File: config.mk
export PLATFORM = sky130hd
export DESIGN_NAME = alu_ctrl_seq
export DESIGN_NICKNAME = d
export VERILOG_FILES = /design/src/rtl/alu_ctrl_seq.sv
export SDC_FILE = /design/constraint.sdc
export NUM_CORES = 1
export LEC_CHECK = 0
export ABC_AREA = 1
export ABC_CLOCK_PERIOD_IN_PS = 1700
export BUFFER_PORTS_ARGS = -buffer_cell sky130_fd_sc_hd__buf_2
export CAP_MARGIN = 20
export CORE_UTILIZATION = 50
export CTS_CLUSTER_SIZE = 10
export DETAILED_ROUTE_END_ITERATION = 10
export GPL_ROUTABILITY_DRIVEN = 1
export PLACE_DENSITY = 0.86
export SLEW_MARGIN = 20
export SYNTH_ARGS = -nofsm -noshare
export SYNTH_HDL_FRONTEND = slang
export SYNTH_SLANG_ARGS = --single-unit
export TNS_END_PERCENT = 5
File: constraint.sdc
create_clock -name clk -period 1.7 [get_ports clk]
set_input_delay 0.34 -clock clk [delete_from_list [all_inputs] [get_ports clk]]
set_output_delay 0.34 -clock clk [all_outputs]
set_load 0.03 [all_outputs]
File: src/rtl/alu_ctrl_seq.sv
// Registered MIPS ALU control decoder with iterative mult/div sequencing and valid/ready handshake.
// Optional synchronous flush port is enabled by defining ALU_CTRL_FLUSH_EN.
module alu_ctrl_seq #(
  parameter int MUL_LAT = 4,
  parameter int DIV_LAT = 8,
  parameter int CNT_W   = 4
) (
  input  logic       clk,
  input  logic       rst,
`ifdef ALU_CTRL_FLUSH_EN
  input  logic       flush,
`endif
  input  logic       in_valid,
  output logic       in_ready,
  input  logic [5:0] funct,
  input  logic [2:0] unitControl,
  output logic       out_valid,
  output logic [2:0] aluSel,
  output logic       mdStart,
  output logic       mdOp,
  output logic       mdBusy,
  output logic       illegal
);

  localparam logic [CNT_W-1:0] MUL_LOAD = CNT_W'(MUL_LAT - 1);
  localparam logic [CNT_W-1:0] DIV_LOAD = CNT_W'(DIV_LAT - 1);

  typedef enum logic {S_IDLE = 1'b0, S_BUSY = 1'b1} state_t;

  // Returns {multi_cycle, is_div, illegal, sel[2:0]}
  function automatic logic [5:0] decode(input logic [2:0] uc, input logic [5:0] fn);
    logic [5:0] r;
    r = {3'b001, 3'b100};
    case (uc)
      3'b000: begin
        case (fn)
          6'b100000: r = {3'b000, 3'b010};
          6'b100010: r = {3'b000, 3'b110};
          6'b101010: r = {3'b000, 3'b111};
          6'b100100: r = {3'b000, 3'b000};
          6'b100101: r = {3'b000, 3'b001};
          6'b000000: r = {3'b000, 3'b100};
          6'b011000: r = {3'b100, 3'b011};
          6'b011010: r = {3'b110, 3'b101};
          default:   r = {3'b001, 3'b100};
        endcase
      end
      3'b010:  r = {3'b000, 3'b010};
      3'b001:  r = {3'b000, 3'b001};
      3'b011:  r = {3'b000, 3'b000};
      3'b111:  r = {3'b000, 3'b111};
      3'b110:  r = {3'b000, 3'b110};
      default: r = {3'b001, 3'b100};
    endcase
    return r;
  endfunction

  state_t           state_q, state_d;
  logic [CNT_W-1:0] cnt_q, cnt_d;
  logic             out_valid_q, out_valid_d;
  logic [2:0]       alu_sel_q, alu_sel_d;
  logic             md_start_q, md_start_d;
  logic             md_op_q, md_op_d;
  logic             md_busy_q, md_busy_d;
  logic             illegal_q, illegal_d;

  logic             flush_s;
  logic [5:0]       dec_s;
  logic             accept_s;
  logic [CNT_W-1:0] lat_load_s;
  logic             long_op_s;
  logic             done_s;

`ifdef ALU_CTRL_FLUSH_EN
  assign flush_s = flush;
`else
  assign flush_s = 1'b0;
`endif

  assign dec_s      = decode(unitControl, funct);
  assign accept_s   = in_valid && (state_q == S_IDLE) && !flush_s;
  assign lat_load_s = dec_s[4] ? DIV_LOAD : MUL_LOAD;
  // A latency of one has no BUSY phase and completes like a single-cycle op
  assign long_op_s  = dec_s[5] && (lat_load_s != {CNT_W{1'b0}});
  assign done_s     = (cnt_q <= CNT_W'(1));

  always_ff @(posedge clk or posedge rst) begin
    if (rst) begin
      state_q     <= S_IDLE;
      cnt_q       <= {CNT_W{1'b0}};
      out_valid_q <= 1'b0;
      alu_sel_q   <= 3'b100;
      md_start_q  <= 1'b0;
      md_op_q     <= 1'b0;
      md_busy_q   <= 1'b0;
      illegal_q   <= 1'b0;
    end else begin
      state_q     <= state_d;
      cnt_q       <= cnt_d;
      out_valid_q <= out_valid_d;
      alu_sel_q   <= alu_sel_d;
      md_start_q  <= md_start_d;
      md_op_q     <= md_op_d;
      md_busy_q   <= md_busy_d;
      illegal_q   <= illegal_d;
    end
  end

  always_comb begin
    state_d = state_q;
    cnt_d   = cnt_q;
    if (flush_s) begin
      state_d = S_IDLE;
      cnt_d   = {CNT_W{1'b0}};
    end else begin
      case (state_q)
        S_IDLE: begin
          if (accept_s && long_op_s) begin
            state_d = S_BUSY;
            cnt_d   = lat_load_s;
          end else begin
            state_d = S_IDLE;
          end
        end
        S_BUSY: begin
          // Completion happens on the edge that would take the counter to zero
          if (done_s) begin
            state_d = S_IDLE;
            cnt_d   = {CNT_W{1'b0}};
          end else begin
            cnt_d   = cnt_q - CNT_W'(1);
          end
        end
        default: begin
          state_d = S_IDLE;
          cnt_d   = {CNT_W{1'b0}};
        end
      endcase
    end
  end

  always_comb begin
    out_valid_d = 1'b0;
    md_start_d  = 1'b0;
    md_busy_d   = 1'b0;
    alu_sel_d   = alu_sel_q;
    illegal_d   = illegal_q;
    md_op_d     = md_op_q;
    if (flush_s) begin
      md_busy_d = 1'b0;
    end else begin
      case (state_q)
        S_IDLE: begin
          if (accept_s) begin
            md_start_d = dec_s[5];
            if (dec_s[5]) begin
              md_op_d = dec_s[4];
            end else begin
              md_op_d = md_op_q;
            end
            if (long_op_s) begin
              md_busy_d = 1'b1;
            end else begin
              out_valid_d = 1'b1;
              alu_sel_d   = dec_s[2:0];
              illegal_d   = dec_s[3];
            end
          end else begin
            out_valid_d = 1'b0;
          end
        end
        S_BUSY: begin
          if (done_s) begin
            out_valid_d = 1'b1;
            alu_sel_d   = md_op_q ? 3'b101 : 3'b011;
            illegal_d   = 1'b0;
          end else begin
            md_busy_d   = 1'b1;
          end
        end
        default: begin
          out_valid_d = 1'b0;
        end
      endcase
    end
  end

  assign in_ready  = (state_q == S_IDLE);
  assign out_valid = out_valid_q;
  assign aluSel    = alu_sel_q;
  assign mdStart   = md_start_q;
  assign mdOp      = md_op_q;
  assign mdBusy    = md_busy_q;
  assign illegal   = illegal_q;

endmodule
==> results of run 1 <==
-- cell type report --
| class | count | area, um^2 | share of cell area [%] |
|---|---|---|---|
| clock buffer | 4 | 36.3 | 3.74 |
| inverter | 22 | 86.3 | 8.90 |
| multi-input combinational | 82 | 425 | 43.9 |
| sequential | 12 | 302 | 31.1 |
| tap | 16 | 20.0 | 2.06 |
| timing repair buffer | 20 | 100 | 10.3 |
-- synth_stat cells --
cell,number
nor2_4,1
xnor2_1,1
o211ai_1,2
clkinv_1,1
o21ai_0,2
a21oi_4,1
nand2_1,24
a21oi_1,5
nor2_1,21
nand3_1,11
inv_2,2
nand4_1,1
dfstp_2,1
nand3b_1,1
o21ai_1,3
xor2_1,1
ha_1,2
inv_1,19
nor2_2,3
a21o_1,1
nor3_2,1
nand3_2,1
dfrtp_1,11
-- worst max-delay path by stage --
| stage | endpoint | from |
|---|---|---|
| 3_5_place_dp | cnt_q[2] | cnt_q[0] |
| 5_1_grt | in_ready | mdBusy |
| 6_report | in_ready | mdBusy |
| 3_3_place_gp | cnt_q[2] | cnt_q[0] |
| 2_1_floorplan | cnt_q[2] | mdBusy |
| 4_1_cts | in_ready | mdBusy |
-- routing by layer --
layer / track usage [%] / vias to the layer above / wire [um]
li1: - / 413 / -
met1: 30.0 / 335 / 805
met2: 34.4 / 37 / 763
met3: 6.90 / 4 / 99
met4: 9.38 / 0 / 16
met5: 0 / - / 0
-- stage by stage --
| stage | hold slack, ps | instance area, um^2 | setup WS, ps | util (%) | instances |
|---|---|---|---|---|---|
| 6_report | 49.3 | 970 | 105 | 64.4 | 156 |
| 5_1_grt | 72.4 | 970 | 12.8 | 64.4 | 156 |
| 4_1_cts | 60.2 | 960 | 101 | 63.7 | 156 |
| 3_5_place_dp | 359 | 923 | 123 | 61.3 | 152 |
| 3_3_place_gp | 351 | 923 | 168 | 61.3 | 152 |
| 2_1_floorplan | 204 | 803 | 143 | - | 116 |
-- flip-flops by register name, summed over array words and instances (netlist names) --
name	cells
mdStart	1
mdOp	1
mdBusy	1
cnt_q	4
aluSel	3
out_valid	1
illegal	1
-- logic make-up after synthesis --
| group | synth area share (%) |
|---|---|
| adder cells (fa/ha/maj) | 3.11 |
| buffers and inverters | 10.3 |
| XOR/XNOR | 2.18 |
| flip-flops | 37.5 |
| AO/OA/AOI/OAI | 11.1 |
| AND/OR/NAND/NOR | 35.8 |
-- what timing repair did --
action | in CTS | in global routing
resized for setup | 0 | 2
buffers inserted | 0 | 0
endpoints found under the hold margin | 0 | 0
setup endpoints to repair | 0 | 3
-- power by group through the flow --
stage	combinational, mW	sequential [mW]	clock, mW
after floorplan	0.0951	0.344	0
after detailed placement	0.170	0.319	0
after global routing	0.196	0.316	0.249
after global placement	0.165	0.319	0
after CTS	0.172	0.314	0.231
final	0.176	0.314	0.225
==> flow_metrics.tcl, run 1 <==
set metrics [dict create \
    rr_startpoint "cnt_q[0]" \
    first_global_vias 748 \
    vdd_drop_max_mv 0.393 \
    core_um2 1510 \
    drv_slew 0 \
    power_switching_share_pct 30.8 \
    maxCapViolCount 0 \
    cp.arrival_ps 1250 \
    numClockSinks 12 \
    wl_per_cell_um 10.8 \
    avgSynthCellArea_um2 6.92 \
    synth_cells 116 \
    gp_congestion 0.952 \
    worstSetupStartpointType "register" \
    post-route-min-period_ps 1590 \
    reg2reg_depth 8 \
    fin_crit_sh_pct 93.8 \
    max_stage_delay_ps 520 \
    fin_skew_ps 1.89 \
    dieArea_um2 1770 \
    cts_buffers 3 \
    power_density_nw_per_um2 736 \
    synth-seq-area-share_pct 37.5 \
    crit_buf_inv 2 \
    setup-tns-final_ps 0 \
    clk-insertion-delay-late_ps 270 \
    r2r-end "aluSel[0]" \
    clock_path_buffers 2 \
    grt_max_degree 13 \
    ios 21 \
    switching_power_mw 0.220 \
    vias 789 \
    layout_common_cells "24 x nand2_1, 21 x nor2_1, 20 x buf_2" \
    synth_top_area_share_pct 34.3 \
    worst_pin_slew_ps 433 \
    crit_slowest_cell "dfrtp_1" \
    max_freq_mhz 627 \
    p_seq_share_pct 43.9 \
    rsz0062_at_grt "no" \
    ant_nets 0 \
    dr.pass1.iters 5 \
    p_leak_nw 0.563 \
    ys_warn_count 0 \
    combinationalPowerShare_pct 24.6 \
    hold_buffers 0 \
    crit_required_ps 1360 \
    syn2layout_area_growth_pct 20.7 \
    via_per_inst 5.06 \
    die_h_um 42.1 \
    final_common_cell "nand2_1" \
    crit_chain "clkinvlp_4, buf_2" \
    cp-end-kind "primary output" \
    grt_remaining_overflow 0 \
    synth-seq-cells 12 \
    ff2ff_setup_slack_ps 170 \
    hold_viol 0 \
    synth.largest_area_cell "dfrtp_1" \
    root_buffer "clkbuf_4" \
    row_count 14 \
    drt_wl_total_mm 1.68 \
    clock_power_share_pct 31.5 \
    fin_nets 155 \
    tritoncts "built" \
    path_class "register to primary output" \
    finalSetupViolCount 0 \
    status "completed" \
    start_util_pct 53.3 \
    worst_hold_path_type "input pin to async pin" \
    crit_cells 2 \
    syn_nets 130 \
    antenna_found_initial 0 \
    grt_use_total_pct 22.6 \
    cpLargestDelayFamily "flip-flops" \
    clkTransAtPathRegs_ps 70 \
    slew_headroom_pct 71.1 \
    total_power_mw 0.714 \
    layout-drive-gt1-share_pct 25.0 \
    place_hpwl_mm 1.32 \
    fillerInstances 127 \
    grt_pass1_wl_mm 3.03 \
    crit_fanout 8 \
    netlist_area_um2 803 \
    n_antenna_cell 0 \
    drt_iter0_drc 22 \
    numPortBuffers 20 \
    internal_power_mw 0.494 \
    htreeDepth 1 \
    drcViolationCount 0 \
    synth_cell_types 23 \
    ys_top_cells_by_area "dfrtp_1 34%, nand2_1 11%, nor2_1 9.8%" \
    die_w_um 42.1 \
]
Power figures use the tool's default switching activity.
==> inputs of run 2 (changes only) <==
--- a/config.mk
+++ b/config.mk
@@ -9,11 +9,12 @@
 export ABC_CLOCK_PERIOD_IN_PS = 1700
 export BUFFER_PORTS_ARGS = -buffer_cell sky130_fd_sc_hd__buf_2
 export CAP_MARGIN = 20
+export CORE_ASPECT_RATIO = 1.1
 export CORE_UTILIZATION = 50
 export CTS_CLUSTER_SIZE = 10
 export DETAILED_ROUTE_END_ITERATION = 10
 export GPL_ROUTABILITY_DRIVEN = 1
-export PLACE_DENSITY = 0.86
+export PLACE_DENSITY = 0.75
 export SLEW_MARGIN = 20
 export SYNTH_ARGS = -nofsm -noshare
 export SYNTH_HDL_FRONTEND = slang
==> run 2 against run 1 <==
Against the previous run: largest cell class unchanged; fmax is 1.8% higher; global-route usage fell by 1.4 points; sequential power hardly changed; highest routed layer unchanged; largest power group unchanged; flip-flop and latch count unchanged; clock skew grew 2.8 ps; combinational power decreased by 6%; core utilization up 2.4 points.
==> flow_metrics.tcl, run 2 (synthesized netlist as in run 1, its figures left out) <==
set metrics [dict create \
    status "completed" \
    rsz0062_at_grt "no" \
    post-cts-setup-buffers 0 \
    crit_slowest_cell "dfrtp_1" \
    fin_skew_ps 4.69 \
    p_seq_share_pct 44.6 \
    wl_per_cell_um 9.53 \
    grt_max_degree 13 \
    fin_crit_sh_pct 92.1 \
    crit_fanout 8 \
    power_density_nw_per_um2 734 \
    drt_iter0_drc 8 \
    htreeDepth 1 \
    row_count 14 \
    pre_cts_ws_ps 177 \
    clk-insertion-delay-late_ps 270 \
    final_cells 156 \
    crit_required_ps 1360 \
    via_per_inst 4.88 \
    first_global_vias 675 \
    ant_nets 0 \
    grt_remaining_overflow 0 \
    grt_pass1_wl_mm 2.56 \
    max_freq_mhz 638 \
    postLayoutCoreUtil_pct 66.8 \
    total_power_mw 0.704 \
    setup_slack_ps 133 \
    start_util_pct 55.9 \
    post_cts_resized 0 \
    syn2layout_area_growth_pct 19.5 \
    drv_slew 0 \
    root_buffer "clkbuf_4" \
    die_h_um 44.0 \
    fillerInstances 129 \
    crit_buf_inv 2 \
    setup-tns-final_ps 0 \
    numPortBuffers 20 \
    tritoncts "built" \
    clock_path_buffers 2 \
    place_hpwl_mm 1.27 \
    internal_power_mw 0.492 \
    core_um2 1440 \
    hold_viol 0 \
    final_common_cell "nand2_1" \
    antenna_found_initial 0 \
    cp-end-kind "primary output" \
    maxCapViolCount 0 \
    post-route-min-period_ps 1570 \
    worstSetupStartpointType "register" \
    finalSetupViolCount 0 \
    worst_hold_path_type "input pin to async pin" \
    worst_pin_slew_ps 436 \
    numClockSinks 12 \
    die_w_um 40.2 \
    multi_input_area_um2 419 \
    cp.arrival_ps 1230 \
    n_antenna_cell 0 \
    p_leak_nw 0.561 \
    largest_register "cnt_q" \
    ios 21 \
    largest_reg_flops 4 \
    drt_wl_total_mm 1.49 \
    vdd_drop_max_mv 0.332 \
    fin_nets 155 \
    switching_power_mw 0.212 \
    drcViolationCount 0 \
    hold_buffers 0 \
    max_stage_delay_ps 460 \
    vias 762 \
    seq_area_um2 302 \
    power_switching_share_pct 30.1 \
    cts_buffers 3 \
    clock_power_share_pct 31.9 \
    clkTransAtPathRegs_ps 70 \
    gp_congestion 0.826 \
    cpLargestDelayFamily "buffers and inverters" \
    dr.pass1.iters 4 \
    slew_headroom_pct 70.9 \
    path_class "register to primary output" \
    placed_cells 152 \
    crit_chain "clkinv_1, buf_2" \
    layout-drive-gt1-share_pct 24.3 \
    layout_common_cells "24 x nand2_1, 21 x nor2_1, 20 x buf_2" \
    grt_use_total_pct 21.2 \
    dieArea_um2 1770 \
    combinationalPowerShare_pct 23.5 \
]
==> run 2: changes by cell type in the layout (fill, tap and decap cells not counted) <==
cell,before,now
nor3_2,0,1
nor3_4,1,0
clkinv_1,0,1
clkinvlp_4,1,0
==> run 2: worst paths after layout <==
path,startpoint,endpoint,slack [ps],cells past startpoint
max in group asynchronous,rst,aluSel[2],1320,2
setup reg to reg,cnt_q[0],cnt_q[2],180,9
setup / recovery,mdBusy,in_ready,130,2
hold reg to reg,illegal,illegal,480,2
hold / removal,rst,mdBusy,50,2
min in group clk,in_valid,mdOp,360,3
==> run 2: metrics by stage <==
| stage | cell area [um^2] | hold WS [ps] |
|---|---|---|
| after floorplan | 803 | 204 |
| after global routing | 960 | 78.6 |
| after detailed placement | 923 | 358 |
| after CTS | 960 | 55.1 |
| after global placement | 923 | 354 |
| final | 960 | 47.6 |
==> run 2: power by group through the flow <==
stage,Sequential [mW],Combinational [mW],Clock (mW)
3_5_place_dp,0.320,0.167,0
2_1_floorplan,0.344,0.0951,0
6_report,0.314,0.166,0.224
3_3_place_gp,0.319,0.165,0
5_1_grt,0.317,0.188,0.250
4_1_cts,0.314,0.167,0.233
==> run 2: routing by layer <==
metal | share of wire, % | vias up | wire length (um) | track usage, %
li1 | - | 413 | - | -
met1 | 48 | 323 | 717 | 25.6
met2 | 46 | 21 | 683 | 33.9
met3 | 2.8 | 5 | 42 | 3.02
met4 | 3.0 | 0 | 45 | 14.0
met5 | 0 | - | 0 | 0
==> run 2: final cells by class <==
| type | count | area share, % |
|---|---|---|
| multi-input cells | 82 | 43.7 |
| clock buffers | 4 | 3.78 |
| repair buffers | 20 | 10.4 |
| flip-flops and latches | 12 | 31.4 |
| well taps | 16 | 2.09 |
| inverters | 22 | 8.60 |
